File: config.mk
export PLATFORM = sky130hd
export DESIGN_NAME = toy_fetch_ibuf
export DESIGN_NICKNAME = d
export VERILOG_FILES = /design/src/rtl/toy_fetch_ibuf.sv
export SDC_FILE = /design/constraint.sdc
export NUM_CORES = 1
export LEC_CHECK = 0
export BUFFER_PORTS_ARGS = -buffer_cell sky130_fd_sc_hd__buf_4
export CAP_MARGIN = 20
export CORE_AREA = 2 2 237 263
export CTS_CLUSTER_DIAMETER = 60
export DETAILED_ROUTE_END_ITERATION = 8
export DIE_AREA = 0 0 239 265
export PLACE_DENSITY = 0.59
export SLEW_MARGIN = 20
export SYNTH_ARGS = -nofsm -noshare
export SYNTH_HDL_FRONTEND = slang
export SYNTH_SLANG_ARGS = --single-unit
File: constraint.sdc
create_clock -name clk -period 4 [get_ports clk]
set_input_delay 0 -clock clk [delete_from_list [all_inputs] [get_ports clk]]
set_output_delay 0 -clock clk [all_outputs]
set_load 0.01 [all_outputs]
File: src/rtl/toy_fetch_ibuf.sv
// toy_fetch_ibuf: instruction buffer between the BPU reorder buffer and decode.
// Splits each accepted fetch packet into INST_PER_FETCH slots, stores them in a
// circular queue and presents up to DEC_WIDTH oldest instructions per cycle.
//
// Ports:
//   clk, rst       clock; asynchronous active-high reset
//   filter_vld/rdy fetch packet handshake; filter_pld holds the packet, slot 0 oldest
//   fe_ctrl_flush  front-end flush, empties the buffer on the next edge
//   dec_vld        per-lane valid (thermometer coded), dec_inst lane data
//   dec_rdy        decode consumes every valid lane this cycle
//   ibuf_cnt       current occupancy
//
// FETCH_DATA_WIDTH must equal INST_PER_FETCH*INST_WIDTH, IBUF_DEPTH must be a
// power of two and >= 2*INST_PER_FETCH, and DEC_WIDTH <= INST_PER_FETCH.
module toy_fetch_ibuf #(
    parameter int unsigned INST_WIDTH       = 32,
    parameter int unsigned INST_PER_FETCH   = 4,
    parameter int unsigned FETCH_DATA_WIDTH = 128,
    parameter int unsigned IBUF_DEPTH       = 16,
    parameter int unsigned DEC_WIDTH        = 2
) (
    input  logic                              clk,
    input  logic                              rst,
    input  logic                              filter_vld,
    output logic                              filter_rdy,
    input  logic [FETCH_DATA_WIDTH-1:0]       filter_pld,
    input  logic                              fe_ctrl_flush,
    output logic [DEC_WIDTH-1:0]              dec_vld,
    output logic [DEC_WIDTH*INST_WIDTH-1:0]   dec_inst,
    input  logic                              dec_rdy,
    output logic [$clog2(IBUF_DEPTH):0]       ibuf_cnt
);

    localparam int unsigned IdxW = $clog2(IBUF_DEPTH);
    localparam int unsigned PtrW = IdxW + 1;

    logic [INST_WIDTH-1:0] mem_q [IBUF_DEPTH];

    logic [PtrW-1:0] wr_ptr_q, wr_ptr_d;
    logic [PtrW-1:0] rd_ptr_q, rd_ptr_d;
    logic [PtrW-1:0] cnt_q, cnt_d;
    logic [PtrW-1:0] deq_n;
    logic            enq;

    // Handshake and decode view depend only on registered state plus flush.
    always_comb begin
        filter_rdy = ~rst && ~fe_ctrl_flush &&
                     (cnt_q <= PtrW'(IBUF_DEPTH - INST_PER_FETCH));
        enq        = filter_vld && filter_rdy;
        deq_n      = '0;
        dec_vld    = '0;
        dec_inst   = '0;
        for (int k = 0; k < DEC_WIDTH; k++) begin
            dec_vld[k] = (cnt_q > PtrW'(k)) && ~fe_ctrl_flush;
            dec_inst[k*INST_WIDTH +: INST_WIDTH] = mem_q[rd_ptr_q[IdxW-1:0] + IdxW'(k)];
            if (dec_rdy && dec_vld[k]) begin
                deq_n = deq_n + PtrW'(1);
            end
        end
    end

    always_comb begin
        wr_ptr_d = wr_ptr_q;
        rd_ptr_d = rd_ptr_q;
        cnt_d    = cnt_q;
        if (fe_ctrl_flush) begin
            wr_ptr_d = '0;
            rd_ptr_d = '0;
            cnt_d    = '0;
        end else begin
            wr_ptr_d = wr_ptr_q + (enq ? PtrW'(INST_PER_FETCH) : '0);
            rd_ptr_d = rd_ptr_q + deq_n;
            cnt_d    = cnt_q + (enq ? PtrW'(INST_PER_FETCH) : '0) - deq_n;
        end
    end

    always_ff @(posedge clk or posedge rst) begin
        if (rst) begin
            wr_ptr_q <= '0;
            rd_ptr_q <= '0;
            cnt_q    <= '0;
        end else begin
            wr_ptr_q <= wr_ptr_d;
            rd_ptr_q <= rd_ptr_d;
            cnt_q    <= cnt_d;
        end
    end

    // Array is not reset or flushed; occupancy alone defines valid entries.
    always_ff @(posedge clk) begin
        if (enq) begin
            for (int k = 0; k < INST_PER_FETCH; k++) begin
                mem_q[wr_ptr_q[IdxW-1:0] + IdxW'(k)] <= filter_pld[k*INST_WIDTH +: INST_WIDTH];
            end
        end
    end

    assign ibuf_cnt = cnt_q;

    cnt_bound_a: assert property (@(posedge clk) disable iff (rst)
        cnt_q <= PtrW'(IBUF_DEPTH));
    ptr_cnt_a: assert property (@(posedge clk) disable iff (rst)
        cnt_q == PtrW'(wr_ptr_q - rd_ptr_q));

endmodule

# --- Yosys cells after proc, flatten, opt, wreduce, memory -nomap -nowiden ---
# Memory sizes are Yosys's and may differ from the RTL's.
# Index checks and enable logic that the tools add are counted.
classes:
  addsub: 9
  order_cmp: 3
  n_mux: 8
  n_bitwise: 2
  reduce_logical: 7
ops:
  columns: ["op", "n"]
  rows:
  - ["$mux W5", 4]
  - ["$add A5 B5 Y5", 2]
  - ["$gt A5 B1 Y1 const B", 2]
  - ["$add A4 B1 Y4 const B", 2]
  - ["$add A4 B2 Y4 const B", 2]
  - ["$logic_and A1 B1 Y1", 7]
  - ["$add A5 B1 Y5 const B", 1]
  - ["$add A5 B3 Y5", 1]
  - ["$le A5 B4 Y1 const B", 1]
  - ["$sub A5 B5 Y5", 1]
  - ["$mux W1", 3]
  - ["$mux W3", 1]
  - ["$not A1 Y1", 2]
word_totals:
  reg_bits: 15
  ramBits: 512
  in_bits: 133
  wordCells: 33
  mem_count: 1
mem_list:
  columns: ["memory", "depth", "word_bits", "rd", "rd_clocked_by_memory_dff", "wr", "line", "source"]
  rows:
  - ["mem_q", 16, 32, 2, 0, 4, "37", "logic [INST_WIDTH-1:0] mem_q [IBUF_DEPTH];"]

# --- Logic depth before layout (Yosys ltp) ---
depth:
  depth_word: 8
  mapped_depth: 13

# --- Worst setup path after synthesis ---
# No wires, ideal clock.
synth_path:
  kind: "register to register"
  startpoint: "register cnt_q[4], in the netlist ibuf_cnt[4]"
  endpoint: "memory mem_q[1][0], enable pin"
  arrival_time_ns: 2.486
  setup_slack_ns: 1.096
  stages_incl_launch_ff: 7
  path_cell_list: "dfrtp_1 -> inv_1 -> ha_1 -> nand2_1 -> o2111ai_1 -> clkbuf_1 -> inv_1"
synth_rtl:
  columns: ["element", "line", "source"]
  rows:
  - ["start, declared", "41", "logic [PtrW-1:0] cnt_q, cnt_d;"]
  - ["start signal, assigned", "85", "cnt_q <= cnt_d;"]
  - ["end, declared", "37", null]

# --- Worst setup path in the final report ---
layout_path:
  startpoint: "register rd_ptr_q[0]"
  endpoint: "output port dec_inst[63]"
layout_between:
  elab_chain_len: 2
layout_lines:
  columns: ["element", "line", "source"]
  rows:
  - ["start, declared", "40", "logic [PtrW-1:0] rd_ptr_q, rd_ptr_d;"]
  - ["start signal, assigned", "84", "rd_ptr_q <= rd_ptr_d;"]
  - ["$add A4 B1 Y4", "55", "dec_inst[k*INST_WIDTH +: INST_WIDTH] = mem_q[rd_ptr_q[IdxW-1:0] + IdxW'(k)];"]
  - ["$mem_v2 Z16 W32", null, null]
  - ["end, declared", "29", "output logic [DEC_WIDTH*INST_WIDTH-1:0] dec_inst,"]
# Every way passes these cells.

==> impl_metrics.yaml <==
outcome:
  status: "finished, final reports clean"
floorplanning:
  dieHeight_um: 265
  pin_count: 205
  start_util_pct: 44.63
  die-area_mm2: 0.06334
  die_w_um: 239
  rows: 95
  coreArea_mm2: 0.06062
worst_setup_path:
  crit_path_max_fanout: 144
  worstPathCellList: "buf_12, mux4_2, nand2_1, nand4_1, buf_4"
  crit_arrival_ns: 3.43
  crit_slowest_cell: "dfrtp_4"
  worst_setup_path_start_kind: "flop"
  end_kind: "output pin"
  critPathBufInv: 2
  reg2regPathDepth: 8
  cp_top_family: "buffers and inverters"
  cp_data_required_time_ns: 4.00
  critPathKind: "flop to output pin"
  cpPeakStageDelay_ns: 0.70
  path_depth: 5
clock_network:
  cts_tree: "yes"
  cts_made_buffers: 57
  post_cts_resize_count: 0
  root_buffer: "clkbuf_16"
  htree_levels: 2
  path_clk_slew_ns: 0.06
  clkSinkCount: 523
  clk_latency_ns: 0.62
  clock_path_buffers: 3
timing:
  grt_setup_unrepaired: "no"
  worst_pin_slew_ns: 1.109
  slew_headroom_pct: 26.10
  tns_ns: 0
  finalCritPeriodShare_pct: 85.78
  hold_viol_final: 0
  fin_crit_ns: 3.431
  fin_skew_ns: 0.01949
  max_freq_mhz: 291.4
  finalSetupViolCount: 0
  timing.final.max_slew_violations: 0
layout:
  areaGrowthSynthToFinish_pct: 19.76
  fillCellCount: 5014
  drive_gt1_share_pct: 27.50
  final_area_mm2: 0.03240
  multiInputGateArea_mm2: 0.01021
  fin_util_pct: 53.45
  area.sequential_mm2: 0.01566
  layout.nets: 2330
synth:
  syn_area_mm2: 0.02705
  ys_seq_area_share_pct: 57.85
  ys_types: 40
  synthCells: 1921
  syn_area_per_cell_um2: 14.08
  ys_warn_count: 0
  ys.flop_type: "edfxtp_1"
  synth-edff-count: 512
  async_flop_share_pct: 2.103
  syn-num-nets: 2070
  ys_ff_latch: 523
detailed_routing:
  wl_per_cell_um: 26.12
  num_vias: 18490
  wirelength_um: 78510
  drtIter0Drc: 1822
  firstDrtPassIters: 5
  ant_nets: 0
  drc_errors: 0
  vias_per_cell: 6.152
placement:
  gp_congestion: 0.7978
  post-dp-hpwl_um: 48750
  place_area_mm2: 0.02925
  io_buffer_count: 204
power_and_ir_drop:
  leakage_uw: 0.01124
  vdd_drop_max_mv: 0.3612
  p_per_area_mw_per_mm2: 510.1
worst_hold_path:
  min_delay_path_depth: 2
  hold_path.class: "input port to flop"
grt:
  overflow: 0
  grt_pass1_vias: 19400
  grt_pass1_wl_um: 118000
  gr-usage-all-layers_pct: 25.19
  grt_max_degree: 145
  antenna_found_initial: 1
job:
  drv_cap: 0
[power by group]
part           total (µW)  switching [µW]  internal [µW]  leakage, µW
Combinational        5050            2470           2580      0.00560
Clock                5180            2200           2980     0.000873
Sequential           6300             115           6190      0.00476
Total               16500            4780          11700       0.0112
[worst register-to-register path: stages (launching register included)]
cell	delay, ns
dfrtp_1	0.42
inv_1	0.12
ha_1	0.16
nand2_1	0.17
o2111ai_4	0.30
buf_4	0.50
buf_4	0.76
nand2_1	0.23
o21ai_0	0.13
[area by class of cell]
type                            instances  share of cell area (%)
Clock buffer                           74                   4.665
Antenna cell                            1                0.007723
Sequential cell                       523                   48.32
Clock inverter                         33                  0.9229
Timing Repair Buffer                  383                   10.14
Multi-Input combinational cell       1094                   31.51
Inverter                              122                   1.429
Tap cell                              776                   2.997
[through the flow]
| stage | total power (µW) | hold slack [ns] | std cells | setup WS (ns) |
|---|---|---|---|---|
| after floorplan | 9879 | -0.1476 | 1921 | 1.096 |
| after global placement | 11350 | 0.04956 | 2765 | 1.178 |
| after detailed placement | 11400 | 0.06825 | 2765 | 1.113 |
| after CTS | 16640 | 0.1472 | 3005 | 0.5387 |
| after global routing | 17200 | 0.1616 | 3006 | 0.3951 |
| final | 16530 | 0.1802 | 3006 | 0.5686 |
[placed cells by master, fill, tap and decap left out, types with 16 or more instances in the layout]
master	instances
edfxtp_1	512
clkbuf_1	16
nand2_1	226
buf_4	243
a22oi_1	65
dlygate4sd3_1	133
nand4_1	31
o21ai_0	446
mux4_2	256
inv_1	110
clkbuf_16	58
[Yosys cell counts, drive strengths merged (4+ instances only)]
cell type | count | area share [%]
edfxtp | 512 | 57
o21ai | 448 | 8.3
mux4 | 256 | 21
nand2 | 226 | 3.1
inv | 122 | 1.7
clkbuf | 114 | 1.6
buf | 68 | 1.5
a22oi | 65 | 1.8
nand4 | 31 | 0.72
ha | 14 | 0.65
dfrtp | 11 | 1.0
nor2 | 9 | 0.12
nor2b | 8 | 0.18
a21oi | 5 | 0.092
xnor2 | 4 | 0.13
[final timing paths]
| path | start | endpoint | slack (ns) |
|---|---|---|---|
| worst min register to register | wr_ptr_q[3]$_DFF_PP0_ | wr_ptr_q[3]$_DFF_PP0_ | 0.63 |
| worst max-delay path | rd_ptr_q[0]$_DFF_PP0_ | dec_inst[63] | 0.57 |
| worst min-delay path | filter_pld[0] | mem_q[12][0]$_DFFE_PP_ | 0.18 |
| max in group asynchronous | rst | rd_ptr_q[0]$_DFF_PP0_ | 3.05 |
| worst max register to register | ibuf_cnt[4]$_DFF_PP0_ | mem_q[6][7]$_DFFE_PP_ | 1.07 |
| min in group asynchronous | rst | ibuf_cnt[0]$_DFF_PP0_ | 0.55 |
[state kept, by name, indices dropped and copies added (netlist names)]
| signal | cells |
|---|---|
| mem_q | 512 |
| ibuf_cnt | 5 |
| rd_ptr_q | 4 |
| wr_ptr_q | 2 |
[what timing repair did]
action	in CTS	in global routing
setup endpoints to repair	0	0
hold buffers	133	0
hold endpoints to repair	534	0
buffers inserted	0	0
[per-layer routing]
metal	share of wire, %	GRT usage (%)	up-vias
met2	51	43.82	707
li1	-	-	8082
met4	3.4	8.818	0
met1	39	32.17	9556
met5	0	0	-
met3	6.7	3.790	149
[cells by family (layout without fill, tap and decap cells)]
kind of cell	Yosys count	after routing	share of synthesized area [%]
other	0	1	0
AOI/OAI and AO/OA	529	529	10.53
and+or+nand+nor	288	288	4.537
adders and majority gates	16	16	0.7955
buffers and inverters	304	612	4.819
DFF	523	523	57.85
xor gates and xnor gates	5	5	0.1619
muxes	256	256	21.31
(Power assumes the default switching activity.)
